`src/rtl/seg7_pkg.sv`:
```
// Shared types and glyph table for the seven-segment scan decoder.
package seg7_pkg;

  localparam int SEG_A = 0;
  localparam int SEG_B = 1;
  localparam int SEG_C = 2;
  localparam int SEG_D = 3;
  localparam int SEG_E = 4;
  localparam int SEG_F = 5;
  localparam int SEG_G = 6;

  typedef logic [6:0] seg_t;
  typedef logic [3:0] nibble_t;

  typedef enum logic [1:0] {
    IDLE,
    TRACK,
    HOLD
  } state_t;

  // Entry i is the segment pattern that displays hex digit i
  localparam seg_t GLYPHS [16] = '{
    7'h3F, 7'h06, 7'h5B, 7'h4F, 7'h66, 7'h6D, 7'h7D, 7'h07,
    7'h7F, 7'h6F, 7'h77, 7'h7C, 7'h39, 7'h5E, 7'h79, 7'h71
  };

endpackage

```
`src/rtl/seg7_glyph_decode.sv`:
```
// Combinational glyph-to-nibble lookup; unknown patterns give value 0 and err=1.
module seg7_glyph_decode
  import seg7_pkg::*;
(
  input  seg_t    seg,
  output nibble_t value,
  output logic    err
);

  always_comb begin
    value = '0;
    err   = 1'b1;
    for (int i = 0; i < 16; i++) begin
      if (seg == GLYPHS[i]) begin
        value = nibble_t'(i);
        err   = 1'b0;
      end
    end
  end

endmodule

```
`src/rtl/seg7_scan_decoder.sv`:
```
// Recovers hex digits from a multiplexed seven-segment bus and publishes frames.
// Define SEG7_ACTIVE_LOW_EN for common-anode (active-low) an_i/seg_i.
module seg7_scan_decoder
  import seg7_pkg::*;
#(
  parameter int NUM_DIGITS    = 8,
  parameter int STABLE_CYCLES = 4,
  parameter int CNT_W         = 8
) (
  input  logic                    clk,
  input  logic                    rst,
  input  logic [NUM_DIGITS-1:0]   an_i,
  input  logic [6:0]              seg_i,
  output logic [4*NUM_DIGITS-1:0] digits_o,
  output logic [NUM_DIGITS-1:0]   digit_err_o,
  output logic                    frame_valid_o,
  output logic                    anomaly_o
);

  logic [NUM_DIGITS-1:0] an_r;
  seg_t                  seg_r;
  logic [NUM_DIGITS-1:0] lat_an;
  seg_t                  lat_seg;
  logic [CNT_W-1:0]      cnt;
  logic [CNT_W-1:0]      cnt_next;
  logic [NUM_DIGITS-1:0] seen;
  logic [NUM_DIGITS-1:0] seen_upd;
  state_t                state;
  state_t                state_next;
  logic                  load;
  logic                  accept;
  logic                  an_onehot;
  logic                  an_bad;
  logic                  same;
  nibble_t               dec_value;
  logic                  dec_err;

  always_ff @(posedge clk) begin
    if (rst) begin
      an_r  <= '0;
      seg_r <= '0;
    end else begin
`ifdef SEG7_ACTIVE_LOW_EN
      an_r  <= ~an_i;
      seg_r <= ~seg_i;
`else
      an_r  <= an_i;
      seg_r <= seg_i;
`endif
    end
  end

  assign an_onehot = $onehot(an_r);
  assign an_bad    = (an_r != '0) && !an_onehot;
  assign same      = (an_r == lat_an) && (seg_r == lat_seg);
  assign seen_upd  = seen | an_r;

  seg7_glyph_decode u_decode (
    .seg   (seg_r),
    .value (dec_value),
    .err   (dec_err)
  );

  // A new one-hot pattern always restarts the count at 1, from any state
  always_comb begin
    state_next = state;
    cnt_next   = cnt;
    load       = 1'b0;
    accept     = 1'b0;
    case (state)
      IDLE: begin
        if (an_onehot) load = 1'b1;
      end
      TRACK: begin
        if (!same) begin
          if (an_onehot) load = 1'b1;
          else begin
            state_next = IDLE;
            cnt_next   = '0;
          end
        end else if (cnt >= CNT_W'(STABLE_CYCLES - 1)) begin
          accept     = 1'b1;
          cnt_next   = CNT_W'(STABLE_CYCLES);
          state_next = HOLD;
        end else begin
          cnt_next = cnt + CNT_W'(1);
        end
      end
      HOLD: begin
        if (!same) begin
          if (an_onehot) load = 1'b1;
          else begin
            state_next = IDLE;
            cnt_next   = '0;
          end
        end
      end
      default: begin
        state_next = IDLE;
        cnt_next   = '0;
      end
    endcase
    if (load) begin
      cnt_next = CNT_W'(1);
      if (STABLE_CYCLES == 1) begin
        accept     = 1'b1;
        state_next = HOLD;
      end else begin
        state_next = TRACK;
      end
    end
  end

  always_ff @(posedge clk) begin
    if (rst) begin
      state         <= IDLE;
      cnt           <= '0;
      lat_an        <= '0;
      lat_seg       <= '0;
      seen          <= '0;
      digits_o      <= '0;
      digit_err_o   <= '0;
      frame_valid_o <= 1'b0;
      anomaly_o     <= 1'b0;
    end else begin
      state         <= state_next;
      cnt           <= cnt_next;
      frame_valid_o <= 1'b0;
      anomaly_o     <= an_bad;
      if (load) begin
        lat_an  <= an_r;
        lat_seg <= seg_r;
      end
      if (accept) begin
        for (int k = 0; k < NUM_DIGITS; k++) begin
          if (an_r[k]) begin
            digits_o[4*k +: 4] <= dec_value;
            digit_err_o[k]     <= dec_err;
          end
        end
        // The completing digit is consumed by this frame, not carried into the next
        if (&seen_upd) begin
          frame_valid_o <= 1'b1;
          seen          <= '0;
        end else begin
          seen <= seen_upd;
        end
      end
    end
  end

endmodule

```
`config.mk`:
```
export PLATFORM = sky130hd
export DESIGN_NAME = seg7_scan_decoder
export DESIGN_NICKNAME = d
export VERILOG_FILES = /design/src/rtl/seg7_pkg.sv /design/src/rtl/seg7_glyph_decode.sv /design/src/rtl/seg7_scan_decoder.sv
export SDC_FILE = /design/constraint.sdc
export NUM_CORES = 1
export LEC_CHECK = 0
export ABC_CLOCK_PERIOD_IN_PS = 4010
export BUFFER_PORTS_ARGS = -buffer_cell sky130_fd_sc_hd__buf_2
export CAP_MARGIN = 30
export CORE_AREA = 2 2 97 99
export DETAILED_ROUTE_END_ITERATION = 7
export DIE_AREA = 0 0 99 101
export PLACE_DENSITY_LB_ADDON = 0.08
export SYNTH_ARGS = -nofsm -noshare
export SYNTH_HDL_FRONTEND = slang
export SYNTH_SLANG_ARGS = --single-unit
```
`constraint.sdc`:
```
create_clock -name clk -period 4.01 [get_ports clk]
set_input_delay 0.802 -clock clk [delete_from_list [all_inputs] [get_ports clk]]
set_output_delay 0.802 -clock clk [all_outputs]
set_load 0.1 [all_outputs]
```
==> impl_metrics.yaml <==
outcome:
  status: "finished clean"
floorplanning:
  core_area_um2: 8980
  die_w_um: 99
  start_util_pct: 45.7
  io_pins: 59
  fp.dieArea_um2: 10000
  rows: 35
  die_h_um: 101
min_path:
  hold_path_depth: 2
  min_from: "digits_o[31]"
  hold_end: "digits_o[31]"
  worst_hold_path_type: "reg2reg"
global_route:
  grt_max_degree: 68
  antenna_found_initial: 0
  overflow: 0
  grt_pass1_vias: 3069
  grt_use_total_pct: 19.8
  grt_pass1_wl_um: 15700
synthesis:
  synthFlopType: "dfxtp_1"
  synth-edff-count: 0
  synth_xor_area_share_pct: 3.39
  ys_seq_area_share_pct: 44.0
  synth_seq_cells: 90
  yosys.area_share.adder_pct: 4.95
  syn_nets: 493
  synth.area.mux_share_pct: 4.15
  yosysWarnings: 0
  syn_area_um2: 4100
  ys_async_sr_fraction_pct: 0
  synth_cells: 463
  syn_avg_cell_area_um2: 8.85
  synth_top_family_by_area: "simple AND/OR/NAND/NOR gates"
  synth_compound_area_share_pct: 11.8
  ys_types: 53
  synthSimpleGateAreaFrac_pct: 24.8
power_and_ir_drop:
  p_comb_share_pct: 24.7
  seq_power_share_pct: 46.4
  p_total_mw: 2.11
  power.share.clock_pct: 28.9
  p_sw_mw: 0.688
  powerDensity_nw_per_um2: 443
  peakVddDrop_v: 0.000183
  p_sw_share_pct: 32.7
  p_int_mw: 1.42
  p_leak_nw: 2.00
cells_and_area:
  fin_area_um2: 4760
  fin_util_pct: 53.0
  layout-drive-gt1-share_pct: 22.1
  diodes: 0
  nFillCells: 882
  mostFrequentLayoutCells: "dfxtp_1, buf_2, nand2_1, nand3_1, a21oi_1"
  final_common_cell: "dfxtp_1"
  fin_nets: 550
  synthToLayoutAreaGrowth_pct: 16.0
drt:
  drc: 0
  drt_wl_total_um: 9670
  viasPerCell: 5.25
  wl_per_cell_um: 15.2
  drtIter0Drc: 142
  first_pass_iters: 4
  ant_nets: 0
  vias: 3336
critical_path:
  critical_path_required_ns: 4.24
  worstSetupStartpointType: "register"
  rrSetupSlack_ns: 0.1
  cp-end-kind: "register"
  crit_slowest_cell: "fa_2"
  reg2reg_to: "lat_seg[0]"
  crit_chain: "inv_2 -> fa_1 -> fa_1 -> fa_1 -> inv_1 -> ha_2 -> inv_2 -> fa_2 -> nand2_2 -> o41ai_4 -> buf_4 -> a41oi_4 -> buf_6 -> mux2i_1 -> nor2_1"
  cp_top_family: "adder cells"
  r2r_cells: 15
  crit_fanout: 7
  critical_path_arrival_ns: 4.14
  critical-path-max-stage-delay_ns: 0.57
  path_common_cell: "fa_1"
  r2r-start: "an_r[3]"
  crit_buf_inv: 5
  crit_type: "reg2reg"
timing:
  finalHoldViolCount: 0
  worst_pin_slew_ns: 0.884
  fin_crit_sh_pct: 97.6
  slew_violations: 0
  finalCriticalPeriod_ns: 3.91
  relSlewSlack_pct: 40.8
  finClkSkew_ns: 0.0165
  fmax_ghz: 0.256
  final-setup-viol-count: 0
  rsz0062_at_grt: "yes"
clock_network:
  numCtsBuffers: 9
  cts-hold-fix-buffers: 0
  clock-sinks: 90
  worstSkewPairLatency_ns: 0.37
  root_buffer: "clkbuf_8"
  htree_levels: 3
  tritoncts: "built"
  cts_max_path_buffers: 2
  clkTransAtPathRegs_ns: 0.09
place:
  detailed_place.area_um2: 4470
  hpwl_um: 6520
  numPortBuffers: 58
  gp_congestion: 0.833
run:
  drv_cap: 0
[registers in the layout, indices dropped and copies added (netlist names)]
name and flops:
state 2, lat_seg 7, cnt 8, seg_r 7, seen 8, frame_valid_o 1
an_r 8, digits_o 32, anomaly_o 1, lat_an 8, digit_err_o 8
[worst register-to-register path: stages (launching register included)]
cell and delay (ns):
dfxtp_2 0.35, inv_2 0.04, fa_1 0.55, fa_1 0.44, fa_1 0.45, inv_1 0.07
ha_2 0.18, inv_2 0.04, fa_2 0.57, nand2_2 0.07, o41ai_4 0.26, buf_4 0.20
a41oi_4 0.17, buf_6 0.20, mux2i_1 0.14, nor2_1 0.06
[area by class of cell]
cell class	instances	area (um^2)	share of cell area, %
Clock inverter	7	73.8	1.55
Tap cell	111	139	2.92
Timing Repair Buffer	78	452	9.50
Sequential cell	90	1810	38.0
Clock buffer	9	124	2.60
Multi-Input combinational cell	314	2060	43.3
Inverter	27	101	2.13
[worst max-delay path by stage]
stage	slack (ns)	to	depth (start not counted)	from
after floorplan	0.006	cnt[3]	16	an_r[0]
after global placement	0.12	lat_seg[0]	15	an_r[0]
after detailed placement	0.01	lat_seg[2]	15	an_r[0]
after CTS	0.009	lat_seg[2]	15	an_r[0]
after global routing	-0.11	lat_seg[0]	15	an_r[3]
final	0.1	lat_seg[0]	15	an_r[3]
[through the flow]
| step | TNS, ns | std cells | setup slack [ns] | hold WS [ns] |
|---|---|---|---|---|
| final | 0 | 636 | 0.0982 | 0.452 |
| after global routing | -1.59 | 636 | -0.109 | 0.477 |
| after CTS | 0 | 633 | 0.00854 | 0.458 |
| after detailed placement | 0 | 617 | 0.0121 | 0.442 |
| after global placement | 0 | 617 | 0.116 | 0.439 |
| after floorplan | 0 | 463 | 0.00627 | 0.429 |
[metal layers]
| metal | track usage, % | routed length (um) | vias to the layer above |
|---|---|---|---|
| met5 | 0 | 0 | - |
| met3 | 3.74 | 368 | 8 |
| met4 | 5.37 | 97 | 0 |
| met1 | 28.1 | 4740 | 1554 |
| met2 | 30.9 | 4460 | 79 |
| li1 | - | - | 1695 |
[Yosys cell counts, drive strengths merged, types with 8 or more instances]
| cell | instances | area [um^2] |
|---|---|---|
| a21oi | 38 | 194 |
| nor2 | 19 | 71.3 |
| nor2b | 15 | 93.8 |
| and2 | 8 | 50.1 |
| inv | 27 | 101 |
| buf | 21 | 141 |
| clkbuf | 11 | 41.3 |
| nand2 | 53 | 199 |
| dfxtp | 90 | 1800 |
| xor2 | 14 | 130 |
| mux2i | 17 | 170 |
| o21ai | 10 | 50.1 |
| ha | 9 | 113 |
| a21boi | 8 | 60.1 |
| nor4 | 9 | 86.3 |
| nand3 | 53 | 265 |
[cell families (layout without fill, tap and decap cells)]
family,count (synthesis),count (layout)
buffers and inverters,59,121
multiplexers,17,17
flip-flops,90,90
AO/OA/AOI/OAI,78,78
AND/OR/NAND/NOR,190,190
adder cells (fa/ha/maj),14,14
XOR/XNOR,15,15
[power by group through the flow]
| stage | Clock, mW | Combinational [mW] | Sequential [mW] |
|---|---|---|---|
| final | 0.609 | 0.520 | 0.977 |
| after global routing | 0.666 | 0.573 | 0.984 |
| after CTS | 0.633 | 0.461 | 0.977 |
| after detailed placement | 0 | 0.452 | 0.997 |
| after global placement | 0 | 0.445 | 0.996 |
| after floorplan | 0 | 0.356 | 1.00 |
[timing repair]
item / in CTS / in global routing
cloned: 0 / 1
pin swaps: 0 / 12
buffers inserted: 0 / 2
endpoints found under the setup margin: 2 / 24
endpoints found under the hold margin: 0 / 0
gates resized for setup: 1 / 17
No activity file was read; power rests on OpenSTA's default activity.
